File: config.mk
export PLATFORM = sky130hd
export DESIGN_NAME = sum_to_7seg_driver_flat
export DESIGN_NICKNAME = d
export VERILOG_FILES = /design/src/rtl/sum_to_7seg_driver_if.sv /design/src/rtl/sum_to_7seg_driver.sv /design/src/flat_wrapper.sv
export SDC_FILE = /design/constraint.sdc
export NUM_CORES = 1
export LEC_CHECK = 0
export ABC_AREA = 1
export BUFFER_PORTS_ARGS = -buffer_cell sky130_fd_sc_hd__buf_2
export CAP_MARGIN = 5
export CORE_UTILIZATION = 55
export CTS_CLUSTER_SIZE = 12
export DETAILED_ROUTE_END_ITERATION = 16
export GPL_TIMING_DRIVEN = 0
export PLACE_DENSITY = 0.81
export SYNTH_ARGS = -nofsm -noshare
export SYNTH_HDL_FRONTEND = slang
export SYNTH_SLANG_ARGS = --single-unit
File: constraint.sdc
create_clock -name i_clk -period 4.1 [get_ports i_clk]
set_clock_uncertainty 0.1 [all_clocks]
set_input_delay 0.615 -clock i_clk [delete_from_list [all_inputs] [get_ports i_clk]]
set_output_delay 0.615 -clock i_clk [all_outputs]
set_load 0.005 [all_outputs]
File: src/rtl/sum_to_7seg_driver_if.sv
// Connects the adder-side producer to the 7-segment driver.
// It carries the value and load strobe in, and the busy status and display drive out.
interface sum_to_7seg_driver_if #(
    parameter int W      = 4,
    parameter int DIGITS = 2
) ();
    logic [W-1:0]      sum_in;
    logic              load;
    logic              busy;
    logic [6:0]        seg;
    logic [DIGITS-1:0] an;

    modport master (output sum_in, output load, input busy, input seg, input an);
    modport slave  (input sum_in, input load, output busy, output seg, output an);
endinterface

File: src/rtl/sum_to_7seg_driver.sv
// Captures an adder sum on load and converts it to BCD, one double-dabble step per clock.
// It then scans the held result onto a multiplexed common-anode 7-segment display.
module sum_to_7seg_driver #(
    parameter int W           = 4,
    parameter int DIGITS      = 2,
    parameter int REFRESH_DIV = 50000,
    parameter int ACTIVE_LOW  = 1
) (
    input  logic                i_clk,
    input  logic                i_reset_n,
    sum_to_7seg_driver_if.slave bus
);
    localparam int BW = 4 * DIGITS;
    localparam int CW = (W > 1) ? $clog2(W) : 1;
    localparam int RW = (REFRESH_DIV > 1) ? $clog2(REFRESH_DIV) : 1;
    localparam int DW = (DIGITS > 1) ? $clog2(DIGITS) : 1;
    localparam int XW = (W > 32) ? W : 32;
    localparam logic [XW-1:0] LIM_X = XW'(10 ** DIGITS);

    localparam logic [1:0] S_IDLE = 2'd0;
    localparam logic [1:0] S_CONV = 2'd1;
    localparam logic [1:0] S_UPD  = 2'd2;

    logic [1:0]        r_state;
    logic [CW-1:0]     r_cnt;
    logic [W-1:0]      r_bin;
    logic [BW-1:0]     r_bcd;
    logic              r_ovf;
    logic [BW-1:0]     r_disp;
    logic              r_disp_ovf;
    logic [RW-1:0]     r_refresh;
    logic [DW-1:0]     r_digit;

    logic              w_ovf_in;
    logic [BW-1:0]     w_adj;
    logic [BW+W-1:0]   w_shift;
    logic [DW-1:0]     w_msd;
    logic [3:0]        w_nib;
    logic [6:0]        w_seg_n;
    logic [DIGITS-1:0] w_an_hot;

    function automatic logic [BW-1:0] dd_adjust(input logic [BW-1:0] v);
        logic [BW-1:0] v_out;
        v_out = v;
        for (int i = 0; i < DIGITS; i++) begin
            if (v[4*i +: 4] >= 4'd5)
                v_out[4*i +: 4] = v[4*i +: 4] + 4'd3;
        end
        return v_out;
    endfunction

    // Active-low glyphs, bit order {g,f,e,d,c,b,a}.
    function automatic logic [6:0] seg_glyph_n(input logic [3:0] d);
        case (d)
            4'd0:    return 7'b1000000;
            4'd1:    return 7'b1111001;
            4'd2:    return 7'b0100100;
            4'd3:    return 7'b0110000;
            4'd4:    return 7'b0011001;
            4'd5:    return 7'b0010010;
            4'd6:    return 7'b0000010;
            4'd7:    return 7'b1111000;
            4'd8:    return 7'b0000000;
            4'd9:    return 7'b0010000;
            default: return 7'b1111111;
        endcase
    endfunction

    assign w_ovf_in = (XW'(bus.sum_in) >= LIM_X);
    assign w_adj    = dd_adjust(r_bcd);
    assign w_shift  = {w_adj, r_bin} << 1;

    always_ff @(posedge i_clk) begin
        if (!i_reset_n) begin
            r_state    <= S_IDLE;
            r_disp     <= '0;
            r_disp_ovf <= 1'b0;
        end else begin
            case (r_state)
                S_IDLE: if (bus.load) r_state <= S_CONV;
                S_CONV: if (r_cnt == CW'(W - 1)) r_state <= S_UPD;
                S_UPD: begin
                    r_state    <= S_IDLE;
                    r_disp     <= r_bcd;
                    r_disp_ovf <= r_ovf;
                end
                default: r_state <= S_IDLE;
            endcase
        end
    end

    // Conversion datapath needs no reset: the FSM gates every use of it.
    always_ff @(posedge i_clk) begin
        if (r_state == S_IDLE && bus.load) begin
            r_bin <= bus.sum_in;
            r_bcd <= '0;
            r_ovf <= w_ovf_in;
            r_cnt <= '0;
        end else if (r_state == S_CONV) begin
            r_bcd <= w_shift[BW+W-1:W];
            r_bin <= w_shift[W-1:0];
            r_cnt <= r_cnt + 1'b1;
        end
    end

    always_ff @(posedge i_clk) begin
        if (!i_reset_n) begin
            r_refresh <= '0;
            r_digit   <= '0;
        end else if (r_refresh == RW'(REFRESH_DIV - 1)) begin
            r_refresh <= '0;
            r_digit   <= (r_digit == DW'(DIGITS - 1)) ? '0 : r_digit + 1'b1;
        end else begin
            r_refresh <= r_refresh + 1'b1;
        end
    end

    // Highest nonzero digit; digits above it are blanked.
    always_comb begin
        w_msd = '0;
        for (int i = 0; i < DIGITS; i++) begin
            if (r_disp[4*i +: 4] != 4'd0)
                w_msd = DW'(i);
        end
    end

    assign w_nib = r_disp[4*r_digit +: 4];

    always_comb begin
        w_seg_n = 7'b1111111;
        if (r_disp_ovf)
            w_seg_n = 7'b0111111;
        else if (r_digit <= w_msd)
            w_seg_n = seg_glyph_n(w_nib);
    end

    assign w_an_hot = DIGITS'(1) << r_digit;
    assign bus.busy = (r_state != S_IDLE);
    assign bus.seg  = (ACTIVE_LOW != 0) ? w_seg_n : ~w_seg_n;
    assign bus.an   = (ACTIVE_LOW != 0) ? ~w_an_hot : w_an_hot;
endmodule
File: src/flat_wrapper.sv
// flat-port wrapper written by rule: the top's interface ports become plain ports
module sum_to_7seg_driver_flat 
#(
    parameter int W           = 4,
    parameter int DIGITS      = 2,
    parameter int REFRESH_DIV = 50000,
    parameter int ACTIVE_LOW  = 1
)
  (i_clk, i_reset_n, bus_sum_in, bus_load, bus_busy, bus_seg, bus_an);
  sum_to_7seg_driver_if #(.W(W), .DIGITS(DIGITS)) bus_i ();
  input  logic i_clk;
  input  logic i_reset_n;
  input wire logic [$bits(bus_i.sum_in)-1:0] bus_sum_in;
  input wire logic [$bits(bus_i.load)-1:0] bus_load;
  output wire logic [$bits(bus_i.busy)-1:0] bus_busy;
  output wire logic [$bits(bus_i.seg)-1:0] bus_seg;
  output wire logic [$bits(bus_i.an)-1:0] bus_an;
  assign bus_i.sum_in = bus_sum_in;
  assign bus_i.load = bus_load;
  assign bus_busy = bus_i.busy;
  assign bus_seg = bus_i.seg;
  assign bus_an = bus_i.an;
  sum_to_7seg_driver #(.W(W), .DIGITS(DIGITS), .REFRESH_DIV(REFRESH_DIV), .ACTIVE_LOW(ACTIVE_LOW)) u_core (.i_clk(i_clk), .i_reset_n(i_reset_n), .bus(bus_i));
endmodule
==> results by group <==
Critical path
  • CP arrival: 2.10 ns
  • R2r worst-path depth: 7
  • Reg-to-reg setup timing slack: 2.55 ns
  • Worst EP required: 3.38 ns
  • CP Launch Type: flop
  • Setup CP Type: reg2out
  • End point of the critical path: bus_seg[5]
  • RR Endpoint: u_core.r_refresh[8]
  • Crit. Startpoint: u_core.r_digit
  • CP max FO: 9
  • R2R Path Start: u_core.r_refresh[0]
  • Crit. End Element: primary output

Logic synthesis
  • Synth area leader: dfxtp_1
  • Syn Inst Count: 291
  • Multiplexer area fraction after synthesis: 0%
  • Xor/xnor share of the synthesized area: 2.03%
  • Avg Inst Size Synth: 7.40 um2
  • Syn nets: 309
  • Synth Flop Type: dfxtp_1
  • Synth top area share: 34.4%
  • Post-synthesis sequential area ratio: 40.0%
  • Synth Area in Compound Gates: 13.1%
  • Register bit total from synthesis: 41
  • Largest family of logic cells by synthesized area: simple AND/OR/NAND/NOR gates
  • Adder-Cell Fraction of Synth Area: 6.40%
  • Synthesized area: 0.00215 mm2
  • Post-synth cell types: 33
  • Yosys warning total: 0
  • Top post-synthesis cells by area: dfxtp_1, nand2_1, inv_1, ha_1, edfxtp_1
  • Simple-gate share of the synthesized area: 29.6%
  • Post-synth EDFFs: 4
  • FFs w/ async S/R, synth: 0%

Floorplan
  • Die Wd: 64.6 um
  • Die height: 64.6 um
  • Core Region: 0.00372 mm2
  • Initial Util: 57.9%
  • # rows: 22
  • IO Count: 17
  • Die area: 0.00417 mm2

Pwr
  • Clock power frac: 38.0%
  • Switching power total: 0.000222 W
  • Pleak: 1.05 nW
  • Internal: 0.000670 W
  • Switching Share: 24.9%
  • Pwr Density: 370 mW/mm2
  • Combinational Power Share: 11.5%
  • Seq pwr share: 50.5%
  • Worst IR drop on VDD: 0.000310 V

Clock network
  • Worst skew pair latency: 0.29 ns
  • CTS resizes: 0
  • Hold_buf cts: 0
  • CTS Buf Count: 5
  • Clk buf depth: 2
  • CTS H-tree lvls: 2
  • CTS clk-pin slew, worst paths: 0.08 ns
  • Clock sinks: 41
  • Setup Buffers After CTS: 0
  • Root buf cell: clkbuf_8
  • CTS tree: done

Layout
  • Post-route cell area: 0.00241 mm2
  • # fillers: 342
  • Area grow syn2layout: 12.1%
  • Final nets: 332
  • Layout cells sized above 1: 14.6%
  • Diodes inserted: 0

Detailed routing
  • Met3 wire len: 145 um
  • Max Used Layer: met4
  • Final WL: 3.79 mm
  • Met2 Routed Length: 1.76 mm
  • DRT iter0 DRCs: 76
  • Wire length per cell: 10.4 um
  • Number of routed nets with antenna violations: 0
  • Vias per cell: 5.09
  • Via Count: 1,846
  • WL met1: 1.84 mm
  • DR DRC count: 0
  • Drt pass-1 iters: 4

Placed design
  • Place WS: 1.59 ns
  • Number of port buffers: 16
  • Cell area after placement: 0.00229 mm2
  • Post-DP HPWL: 2.87 mm
  • RePlAce Congestion: 0.805

Timing
  • Hold WS: 0.372 ns
  • Fmax: 356 MHz
  • RSZ-0062 raised after global routing: no
  • # setup viols final: 0
  • Tightest Pin Transition: 0.540 ns
  • Worst rel slew slack: 63.6%
  • Setup TNS: 0 ns
  • Final min period: 2.81 ns
  • Fin crit share: 68.6%
  • Final worst slack: 1.29 ns
  • Final Hold Viols: 0
  • Final Slew Violations: 0

Global routing
  • Initial antenna violation count: 0
  • Vias in the first global route: 1,703
  • Grt ovf: 0
  • GRT Resource Usage Total: 21.4%
  • First-pass GRT wire length: 7.04 mm
  • Largest net degree at the start of global routing: 14

Min path
  • Hold WC Path Type: reg2reg

Job
  • Max-cap violations: 0

Outcome
  • Status: completed
==> power groups by stage <==
| stage | Clock, W | Sequential [W] | Combinational (W) |
|---|---|---|---|
| after floorplan | 0 | 0.000456 | 0.0000777 |
| after global placement | 0 | 0.000458 | 0.0000992 |
| after detailed placement | 0 | 0.000460 | 0.000103 |
| after CTS | 0.000347 | 0.000450 | 0.000104 |
| after global routing | 0.000366 | 0.000455 | 0.000120 |
| final | 0.000338 | 0.000450 | 0.000103 |
==> final cells by class <==
type | count | area [um2] | share of cell area, %
buffer | 5 | 41.3 | 1.71
clock buffer | 6 | 82.6 | 3.42
clock inverter | 2 | 37.5 | 1.56
inverter | 40 | 150 | 6.22
multi-input combinational | 205 | 1100 | 45.6
sequential | 41 | 861 | 35.7
tap | 48 | 60.1 | 2.49
timing repair buffer | 16 | 80.1 | 3.32
==> cell usage in the layout, fill, tap and decap left out, types with 3 or more instances in the layout <==
master / instances
nor2_1: 29
nand2_2: 3
o21ai_0: 19
edfxtp_1: 4
clkbuf_8: 6
buf_2: 16
a21oi_1: 20
inv_1: 38
ha_1: 11
nor3_1: 3
dfxtp_1: 37
nor2_2: 3
nand3_1: 21
or2_2: 3
nand3b_1: 3
nand2_1: 69
xor2_1: 3
==> kinds of logic (layout without fill, tap and decap cells) <==
group,after synthesis,count (layout)
AOI/OAI and AO/OA,48,48
xor gates and xnor gates,5,5
adders and majority gates,11,11
buffers and inverters,45,69
DFF,41,41
and+or+nand+nor,141,141
==> flip-flops by register name, summed over array words and instances, names as in the netlist <==
signal / cells
u_core.r_bin: 4
u_core.r_digit: 1
u_core.r_bcd: 8
u_core.r_cnt: 2
u_core.r_disp: 8
u_core.r_state: 2
u_core.r_refresh: 16
==> worst max-delay path: stages (launching register included) <==
cell and delay, ns:
dfxtp_1 0.32, buf_6 0.14, o21ai_0 0.46, inv_1 0.13, ha_1 0.20, or2_2 0.30, nand3_1 0.07, nand3_1 0.06
buf_2 0.13
==> synthesized netlist by cell type (2+ instances only) <==
master    instances
o21ai_0          19
nand3_1          21
o21ai_4           2
or2_2             3
xnor2_1           2
nand2_2           3
dfxtp_1          37
nand3b_1          3
buf_6             2
nor2_4            2
ha_1             11
nor2_1           29
a21oi_1          20
edfxtp_1          4
inv_1            38
nand4_1           2
xor2_1            3
buf_4             2
o22ai_1           2
nor2_2            3
nor3_1            3
nand2_1          69
==> through the flow <==
stage | util [%] | cells | total power, W
6_report | 64.9 | 363 | 0.000892
3_5_place_dp | 61.7 | 355 | 0.000563
2_1_floorplan | - | 291 | 0.000533
3_3_place_gp | 61.7 | 355 | 0.000558
5_1_grt | 64.9 | 363 | 0.000941
4_1_cts | 64.9 | 363 | 0.000902
==> metal layers <==
layer / up-vias / track usage (%)
met4: 0 / 6.67
li1: 981 / -
met3: 4 / 4.75
met1: 832 / 26.4
met2: 29 / 36.8
met5: - / 0
==> how the worst min path moves through the flow <==
stage | start | end | slack (ns) | cells past startpoint
floorplan | u_core.r_bin[3] | u_core.r_bcd[0] | 0.32 | 2
global placement | u_core.r_bin[3] | u_core.r_bcd[0] | 0.32 | 2
detailed placement | u_core.r_refresh[0] | u_core.r_refresh[0] | 0.36 | 1
CTS | u_core.r_refresh[0] | u_core.r_refresh[0] | 0.38 | 1
global route | u_core.r_bcd[7] | u_core.r_bcd[7] | 0.42 | 2
finish | u_core.r_bin[3] | u_core.r_bcd[0] | 0.37 | 2
Power figures use the tool's default switching activity.
